===== src/rtl/game_pkg.sv =====
// Shared types for the match/round sequencer.
// States, winner codes and the health width used by the health-bar stage.
package game_pkg;

  typedef enum logic [2:0] {
    IDLE,
    COUNTDOWN,
    PLAY,
    KO,
    MATCH_END
  } state_t;

  typedef enum logic [1:0] {
    NONE,
    CAT,
    DOG
  } winner_t;

  localparam int HP_W = 10;
  localparam logic [2:0] ROUND_MAX = 3'd7;

endpackage


===== src/rtl/round_timer.sv =====
// Loadable down-counter for the countdown and KO freezes.
// Holds at zero until reloaded; done flags a zero count.
module round_timer #(
  parameter int W = 2
) (
  input  logic         clk,
  input  logic         rst,
  input  logic         load,
  input  logic [W-1:0] load_val,
  output logic         done
);

  logic [W-1:0] r_count;

  always_ff @(posedge clk or posedge rst) begin
    if (rst) begin
      r_count <= '0;
    end else if (load) begin
      r_count <= load_val;
    end else if (r_count != '0) begin
      r_count <= r_count - 1'b1;
    end
  end

  assign done = (r_count == '0);

endmodule


===== src/rtl/round_ctrl.sv =====
// Match/round sequencer: KO detection, best-of-N scoring,
// health refill pulses and live-play gating.
module round_ctrl
  import game_pkg::*;
#(
  parameter int COUNTDOWN_CYC = 195_000_000,
  parameter int KO_CYC        = 130_000_000,
  parameter int ROUNDS_TO_WIN = 2
) (
  input  logic            clk,
  input  logic            rst,
  input  logic            start,
  input  logic [HP_W-1:0] hp_cat,
  input  logic [HP_W-1:0] hp_dog,
  output logic            reset_hp,
  output logic            play_en,
  output logic [2:0]      round_num,
  output logic [1:0]      cat_wins,
  output logic [1:0]      dog_wins,
  output logic            match_over,
  output logic [1:0]      winner,
  output logic [2:0]      state_o
);

  localparam int MAXC = (COUNTDOWN_CYC > KO_CYC) ? COUNTDOWN_CYC : KO_CYC;
  localparam int TW   = (MAXC > 1) ? $clog2(MAXC) : 1;
  localparam logic [TW-1:0] CD_LOAD = TW'(COUNTDOWN_CYC - 1);
  localparam logic [TW-1:0] KO_LOAD = TW'(KO_CYC - 1);
  localparam logic [1:0]    WINS    = 2'(ROUNDS_TO_WIN);

  state_t      r_state;
  winner_t     r_winner;
  logic        r_start_q;
  logic        r_reset_hp;
  logic        r_play_en;
  logic        r_match_over;
  logic        r_draw;
  logic [2:0]  r_round;
  logic [1:0]  r_cat;
  logic [1:0]  r_dog;

  logic          w_start_rise;
  logic          w_ko_cat;
  logic          w_ko_dog;
  logic          w_decided;
  logic          w_done;
  logic          w_load;
  logic [TW-1:0] w_load_val;

  assign w_start_rise = start & ~r_start_q;
  assign w_ko_cat     = (hp_cat == '0);
  assign w_ko_dog     = (hp_dog == '0);
  assign w_decided    = (r_cat == WINS) || (r_dog == WINS);

  // Timer reloads mirror the FSM transitions that enter a freeze.
  always_comb begin
    w_load     = 1'b0;
    w_load_val = CD_LOAD;
    unique case (r_state)
      IDLE, MATCH_END: w_load = w_start_rise;
      PLAY: begin
        if (w_ko_cat || w_ko_dog) begin
          w_load     = 1'b1;
          w_load_val = KO_LOAD;
        end
      end
      KO:      w_load = w_done && !w_decided;
      default: w_load = 1'b0;
    endcase
  end

  round_timer #(.W(TW)) u_timer (
    .clk      (clk),
    .rst      (rst),
    .load     (w_load),
    .load_val (w_load_val),
    .done     (w_done)
  );

  always_ff @(posedge clk or posedge rst) begin
    if (rst) begin
      r_state      <= IDLE;
      r_winner     <= NONE;
      r_start_q    <= 1'b0;
      r_reset_hp   <= 1'b0;
      r_play_en    <= 1'b0;
      r_match_over <= 1'b0;
      r_draw       <= 1'b0;
      r_round      <= 3'd0;
      r_cat        <= 2'd0;
      r_dog        <= 2'd0;
    end else begin
      r_start_q  <= start;
      r_reset_hp <= 1'b0;
      unique case (r_state)
        IDLE, MATCH_END: begin
          if (w_start_rise) begin
            r_state      <= COUNTDOWN;
            r_winner     <= NONE;
            r_match_over <= 1'b0;
            r_reset_hp   <= 1'b1;
            r_round      <= 3'd1;
            r_cat        <= 2'd0;
            r_dog        <= 2'd0;
          end
        end
        COUNTDOWN: begin
          if (w_done) begin
            r_state   <= PLAY;
            r_play_en <= 1'b1;
          end
        end
        PLAY: begin
          if (w_ko_cat || w_ko_dog) begin
            r_state   <= KO;
            r_play_en <= 1'b0;
            r_draw    <= w_ko_cat && w_ko_dog;
            if (w_ko_cat && !w_ko_dog && r_dog != WINS)
              r_dog <= r_dog + 2'd1;
            if (w_ko_dog && !w_ko_cat && r_cat != WINS)
              r_cat <= r_cat + 2'd1;
          end
        end
        KO: begin
          if (w_done) begin
            if (w_decided) begin
              r_state      <= MATCH_END;
              r_match_over <= 1'b1;
              r_winner     <= (r_cat == WINS) ? CAT : DOG;
            end else begin
              r_state    <= COUNTDOWN;
              r_reset_hp <= 1'b1;
              if (!r_draw && r_round != ROUND_MAX)
                r_round <= r_round + 3'd1;
            end
          end
        end
        default: r_state <= IDLE;
      endcase
    end
  end

  assign reset_hp   = r_reset_hp;
  assign play_en    = r_play_en;
  assign round_num  = r_round;
  assign cat_wins   = r_cat;
  assign dog_wins   = r_dog;
  assign match_over = r_match_over;
  assign winner     = r_winner;
  assign state_o    = r_state;

endmodule


===== config.mk =====
export PLATFORM = sky130hd
export DESIGN_NAME = round_ctrl
export DESIGN_NICKNAME = d
export VERILOG_FILES = /design/src/rtl/game_pkg.sv /design/src/rtl/round_timer.sv /design/src/rtl/round_ctrl.sv
export SDC_FILE = /design/constraint.sdc
export NUM_CORES = 1
export LEC_CHECK = 0
export BUFFER_PORTS_ARGS = -buffer_cell sky130_fd_sc_hd__buf_2
export CAP_MARGIN = 20
export CORE_MARGIN = 10
export CORE_UTILIZATION = 50
export DETAILED_ROUTE_END_ITERATION = 12
export PLACE_DENSITY = 0.82
export SLEW_MARGIN = 20
export SYNTH_ARGS = -nofsm -noshare
export SYNTH_HDL_FRONTEND = slang
export SYNTH_SLANG_ARGS = --single-unit

===== constraint.sdc =====
create_clock -name clk -period 2.35 [get_ports clk]
set_input_delay 0.3525 -clock clk [delete_from_list [all_inputs] [get_ports clk]]
set_output_delay 0.3525 -clock clk [all_outputs]
set_load 0.005 [all_outputs]

==> flow_metrics.tcl, run 1 <==
set metrics [dict create \
    boundaryPins 38 \
    syn-instance-count 253 \
    cp_data_arrival_time_ns 2.48 \
    finalWeightedCongestion 0.914 \
    ys_types 50 \
    dp.cells 375 \
    slew_viol_final 0 \
    via_count 2249 \
    relSlewSlack_pct 46.1 \
    clockBufferDepth 2 \
    synth_area_leaders "dfrtp_1 (46%), o21ai_0 (4.7%), nor2_1 (3.7%), nand2_1 (3.2%), ha_1 (3.1%)" \
    maxCapViolations 0 \
    timing.fmax_mhz 445 \
    cts_hold_buf 0 \
    hold_class "primary input to asynchronous set/reset pin" \
    grt_pass1_vias 2303 \
    firstDrtPassIters 4 \
    setup_viol 0 \
    endpoint_kind "flip-flop" \
    clkLatencyLatePin_ns 0.29 \
    fin_nets 344 \
    drt_iter0_markers 171 \
    avgViaCountPerCell 5.87 \
    rsz0062_at_grt "false" \
    ant_nets 0 \
    ys_seq_area_share_pct 46.2 \
    drcViolationCount 0 \
    yosys_warnings 0 \
    synth-async-reset-ratio_pct 100 \
    antenna_found_initial 0 \
    synth.cell_area_mm2 0.00244 \
    whs_ns 0.104 \
    regToRegSetupSlack_ns 0.10 \
    grt_use_total_pct 15.3 \
    initial_core_util_pct 51.6 \
    reg2reg_depth 6 \
    drive_gt1_share_pct 24.4 \
    final_cell_area_mm2 0.00298 \
    peakVddDrop_uv 539 \
    critPathLaunchType "flip-flop" \
    cts_tree "done" \
    area_growth_pct 22.3 \
    critPathSlowestCell "or4_4" \
    ys_ff_latch 45 \
    cts_buffers 5 \
    h-tree-depth 2 \
    ys.flop_type "dfrtp_1" \
    grt_pass1_wl_um 10600 \
    port_buffers 37 \
    worstMarginPinSlew_ns 0.804 \
    wl_um 6280 \
    grt_max_degree 24 \
    synth_top_area_share_pct 46.2 \
    final_cell_count_no_fill 383 \
    fin_skew_ns 0.00569 \
    synth_nets 282 \
    path_cells "or4_4 > nor4_4 > buf_4 > nand2_1 > or4b_1 > nand3_1" \
    hpwl_um 4830 \
    period_needed_ns 2.25 \
    setup_ws_ns 0.102 \
    crit_type "flip-flop to flip-flop" \
    clockRootBuffer "clkbuf_8" \
    die_y_um 89.8 \
    worstPathMaxFanout 6 \
    numClockSinks 45 \
    worstReg2RegStart "u_timer.r_count[11]$_DFFE_PP0P_" \
    synth_edf_count 0 \
    yosysTopAreaCell "dfrtp_1" \
    cts_setup_buffers 0 \
    slowest_delay_ns 0.57 \
    num_rows 25 \
    timing.final.crit_share_pct 95.7 \
    fin_tns_setup_ns 0 \
    power.leakage_nw 1.23 \
    cts.reportedPaths.clkPinSlew_ns 0.08 \
    grt-ovfl-total 0 \
    hold_viol 0 \
    core_area_mm2 0.00472 \
    n_antenna_cell 0 \
    required_ns 2.58 \
    syn_avg_cell_area_um2 9.64 \
    die_w_um 89.8 \
    placed_area_mm2 0.00286 \
    r2r-end "u_timer.r_count[25]$_DFFE_PP0P_" \
    dpl_worst_slack_ns -0.0296 \
    die_area_mm2 0.00807 \
    power_density_mw_per_mm2 594 \
    status "complete, no violations" \
    wl_per_cell_um 16.4 \
]
cells in the mapped netlist (all sizes together) (2+ instances only):
master	n
or3b	2
a21boi	3
xor2	5
nand2	21
or3	8
o211ai	4
o41ai	4
nor3	8
o21ai	24
nor2b	2
nor4b	3
or4	9
xnor2	7
nand3	14
inv	6
clkbuf	3
a32o	4
nor2	24
buf	3
a21oi	3
ha	6
nor3b	4
dfrtp	45
o31ai	2
and3	4
o2bb2ai	3
o2111ai	2
nand4	6
nor4	8
nand2b	3
final cells by class:
cell class	count	area, um2
timing repair buffer	61	369
clock buffer	7	96.3
multi-input combinational	196	1280
sequential	45	1130
tap	67	83.8
fill	379	1740
clock inverter	1	5.00
inverter	6	22.5
cell families after synthesis:
kind of cell | count (synthesis) | synth area share [%]
xor gates and xnor gates | 12 | 4.31
buffers and inverters | 12 | 2.26
adders and majority gates | 6 | 3.08
DFF | 45 | 46.2
and+or+nand+nor | 122 | 28.5
AOI/OAI and AO/OA | 56 | 15.7
registers in the layout, summed over array words and instances, names as in the netlist:
register	flops
cat_wins	2
dog_wins	2
match_over	1
play_en	1
r_draw	1
r_start_q	1
reset_hp	1
round_num	3
state_o	3
u_timer.r_count	28
winner	2
timing repair:
item,CTS,global route
setup endpoints to repair,7,14
resized for setup,1,5
pin swaps,0,1
stage by stage:
step / power (mW) / utilization, %
floorplan: 1.14 / -
global placement: 1.24 / 60.5
detailed placement: 1.26 / 60.5
CTS: 1.78 / 62.6
global route: 1.87 / 63.2
finish: 1.77 / 63.2
routing by layer:
metal | global-route usage (%) | wire length [um]
met5 | 0 | 0
met4 | 4.58 | 80
met3 | 3.16 | 287
met2 | 26.0 | 3120
met1 | 19.0 | 2800
cells in the final DEF, fill, tap and decap left out, types with 8 or more instances in the layout:
cell type and n:
nand2_1 20, buf_2 37, or4_1 8, buf_4 23
o21ai_0 23, or3_1 8, dfrtp_1 45, nand3_1 14
nor2_1 24
worst max path at each step:
stage                                           end  slack, ns                            start
floorplan           u_timer.r_count[22]$_DFFE_PP0P_       0.15  u_timer.r_count[11]$_DFFE_PP0P_
global placement    u_timer.r_count[19]$_DFFE_PP0P_       0.07  u_timer.r_count[11]$_DFFE_PP0P_
detailed placement  u_timer.r_count[19]$_DFFE_PP0P_      -0.03  u_timer.r_count[11]$_DFFE_PP0P_
CTS                 u_timer.r_count[18]$_DFFE_PP0P_       0.05  u_timer.r_count[11]$_DFFE_PP0P_
global route        u_timer.r_count[23]$_DFFE_PP0P_       0.01  u_timer.r_count[11]$_DFFE_PP0P_
finish              u_timer.r_count[25]$_DFFE_PP0P_       0.10  u_timer.r_count[11]$_DFFE_PP0P_
worst max-delay path: cells and delay by family, from the launching register on:
kind                   cells  cell delay, ns
DFF                        1            0.39
buffers and inverters      1            0.19
and+or+nand+nor            5            1.60
power breakdown:
| group | switching [mW] | total (mW) | leakage, nW | internal, mW |
|---|---|---|---|---|
| clock network | 0.255 | 0.521 | 0.0542 | 0.266 |
| registers | 0.0837 | 0.941 | 0.518 | 0.858 |
| logic | 0.172 | 0.310 | 0.659 | 0.138 |
Note: power is estimated with default switching activity, not from simulation.
==> inputs of run 2 (changes only) <==
--- a/config.mk
+++ b/config.mk
@@ -7,10 +7,12 @@
 export LEC_CHECK = 0
 export BUFFER_PORTS_ARGS = -buffer_cell sky130_fd_sc_hd__buf_2
 export CAP_MARGIN = 20
+export CORE_ASPECT_RATIO = 1.25
 export CORE_MARGIN = 10
 export CORE_UTILIZATION = 50
 export DETAILED_ROUTE_END_ITERATION = 12
 export PLACE_DENSITY = 0.82
+export RECOVER_POWER = 25
 export SLEW_MARGIN = 20
 export SYNTH_ARGS = -nofsm -noshare
 export SYNTH_HDL_FRONTEND = slang
==> flow_metrics.tcl, run 2 (synthesized netlist as in run 1, its figures left out) <==
set metrics [dict create \
    slew_viol_final 0 \
    startpoint "u_timer.r_count[11]$_DFFE_PP0P_" \
    drt_iter0_markers 166 \
    worstReg2RegStart "u_timer.r_count[11]$_DFFE_PP0P_" \
    fin_skew_ns 0.00659 \
    boundaryPins 38 \
    drcViolationCount 0 \
    layout_common_cells "dfrtp_1 (45), buf_2 (37), buf_4 (29)" \
    switching_share_pct 29.0 \
    switchingPower_mw 0.504 \
    cp_data_arrival_time_ns 2.38 \
    endpoint_kind "flip-flop" \
    largest_reg_flops 28 \
    cts_buffers 5 \
    crit_buf_inv 1 \
    grt_use_total_pct 16.2 \
    final_common_cell "dfrtp_1" \
    ant_nets 0 \
    worstMarginPinSlew_ns 1.12 \
    power.leakage_nw 1.25 \
    peakVddDrop_uv 427 \
    die_w_um 82.5 \
    critPathSlowestCell "or4_4" \
    grt_pass1_vias 2348 \
    path_cells "or4_4 > nor4_4 > buf_4 > nand3_1 > nand2_1 > o21ai_0" \
    grt-ovfl-total 0 \
    clockRootBuffer "clkbuf_8" \
    clockBufferDepth 2 \
    regToRegSetupSlack_ns 0.11 \
    crit_cells 6 \
    fin_tns_setup_ns 0 \
    port_buffers 37 \
    whs_ns 0.176 \
    finalWeightedCongestion 0.904 \
    area_growth_pct 22.9 \
    antenna_found_initial 0 \
    hold_viol 0 \
    r2r-end "u_timer.r_count[9]$_DFFE_PP0P_" \
    cp_top_family "simple AND/OR/NAND/NOR gates" \
    die_y_um 98.1 \
    setup_viol 0 \
    p_int_mw 1.23 \
    placed_area_mm2 0.00288 \
    drive_gt1_share_pct 25.0 \
    wl_per_cell_um 16.6 \
    grt_pass1_wl_um 10600 \
    seqPwrFrac_pct 54.4 \
    final_util_pct 63.4 \
    via_count 2299 \
    critPathLaunchType "flip-flop" \
    firstDrtPassIters 4 \
    reg2reg_depth 6 \
    fillerInstances 390 \
    crit_type "flip-flop to flip-flop" \
    num_rows 28 \
    largest_register "u_timer.r_count" \
    hpwl_um 4940 \
    h-tree-depth 2 \
    final_cell_area_mm2 0.00300 \
    relSlewSlack_pct 25.4 \
    core_area_mm2 0.00473 \
    rsz0062_at_grt "false" \
    maxCapViolations 0 \
    cts_tree "done" \
    timing.final.crit_share_pct 95.3 \
    slowest_delay_ns 0.58 \
    cp-endpoint "u_timer.r_count[9]$_DFFE_PP0P_" \
    die_area_mm2 0.00809 \
    clkLatencyLatePin_ns 0.30 \
    period_needed_ns 2.24 \
    hold_class "primary input to flip-flop" \
    numClockSinks 45 \
    initial_core_util_pct 51.6 \
    avgViaCountPerCell 6.05 \
    power_density_mw_per_mm2 579 \
    worstPathMaxFanout 7 \
    grt_max_degree 30 \
    wl_um 6300 \
    status "complete, no violations" \
    timing.fmax_mhz 446 \
    cts.reportedPaths.clkPinSlew_ns 0.08 \
    pwr-share-clk_pct 27.8 \
    pwr-share-comb_pct 17.8 \
    hold-path-cell-count 1 \
    fin_nets 349 \
    n_antenna_cell 0 \
    required_ns 2.49 \
]
[run 2: per-stage QoR]
stage                     total power, mW  std cells  setup slack (ns)
after CTS                            1.74        379            0.0245
after global placement               1.25        372             0.103
after detailed placement             1.26        372            0.0610
after global routing                 1.83        380            0.0245
after floorplan                      1.14        253             0.149
final                                1.74        380             0.110
[run 2: worst min path at each step]
stage | slack [ns] | from | endpoint
after global routing | 0.17 | start | r_start_q$_DFF_PP0_
after floorplan | 0.38 | start | r_start_q$_DFF_PP0_
after CTS | 0.14 | rst | u_timer.r_count[27]$_DFFE_PP0P_
after detailed placement | 0.47 | rst | dog_wins[1]$_DFFE_PP0P_
after global placement | 0.46 | rst | dog_wins[1]$_DFFE_PP0P_
final | 0.18 | start | r_start_q$_DFF_PP0_
[run 2: what timing repair did]
item	CTS	global route
gates resized for setup	0	4
endpoints found under the setup margin	0	22
hold buffers	0	0
setup buffers	0	1
[run 2: cell type report]
cell class | count | area (um2) | share of cell area (%)
tap | 60 | 75.1 | 2.51
clock buffer | 7 | 86.3 | 2.88
timing repair buffer | 66 | 403 | 13.4
sequential | 45 | 1130 | 37.6
multi-input combinational | 196 | 1280 | 42.8
inverter | 6 | 22.5 | 0.752
[run 2: per-layer routing]
layer	global-route usage, %	wire length [um]	vias up
met4	6.04	129	0
met3	4.68	372	10
li1	-	-	1094
met2	28.6	3290	81
met1	17.2	2500	1114
met5	0	0	-
[run 2: power groups by stage]
stage	combinational (mW)	sequential [mW]	clock [mW]
after global routing	0.356	0.954	0.524
after detailed placement	0.308	0.956	0
final	0.308	0.944	0.482
after CTS	0.309	0.940	0.486
after floorplan	0.208	0.935	0
after global placement	0.295	0.950	0
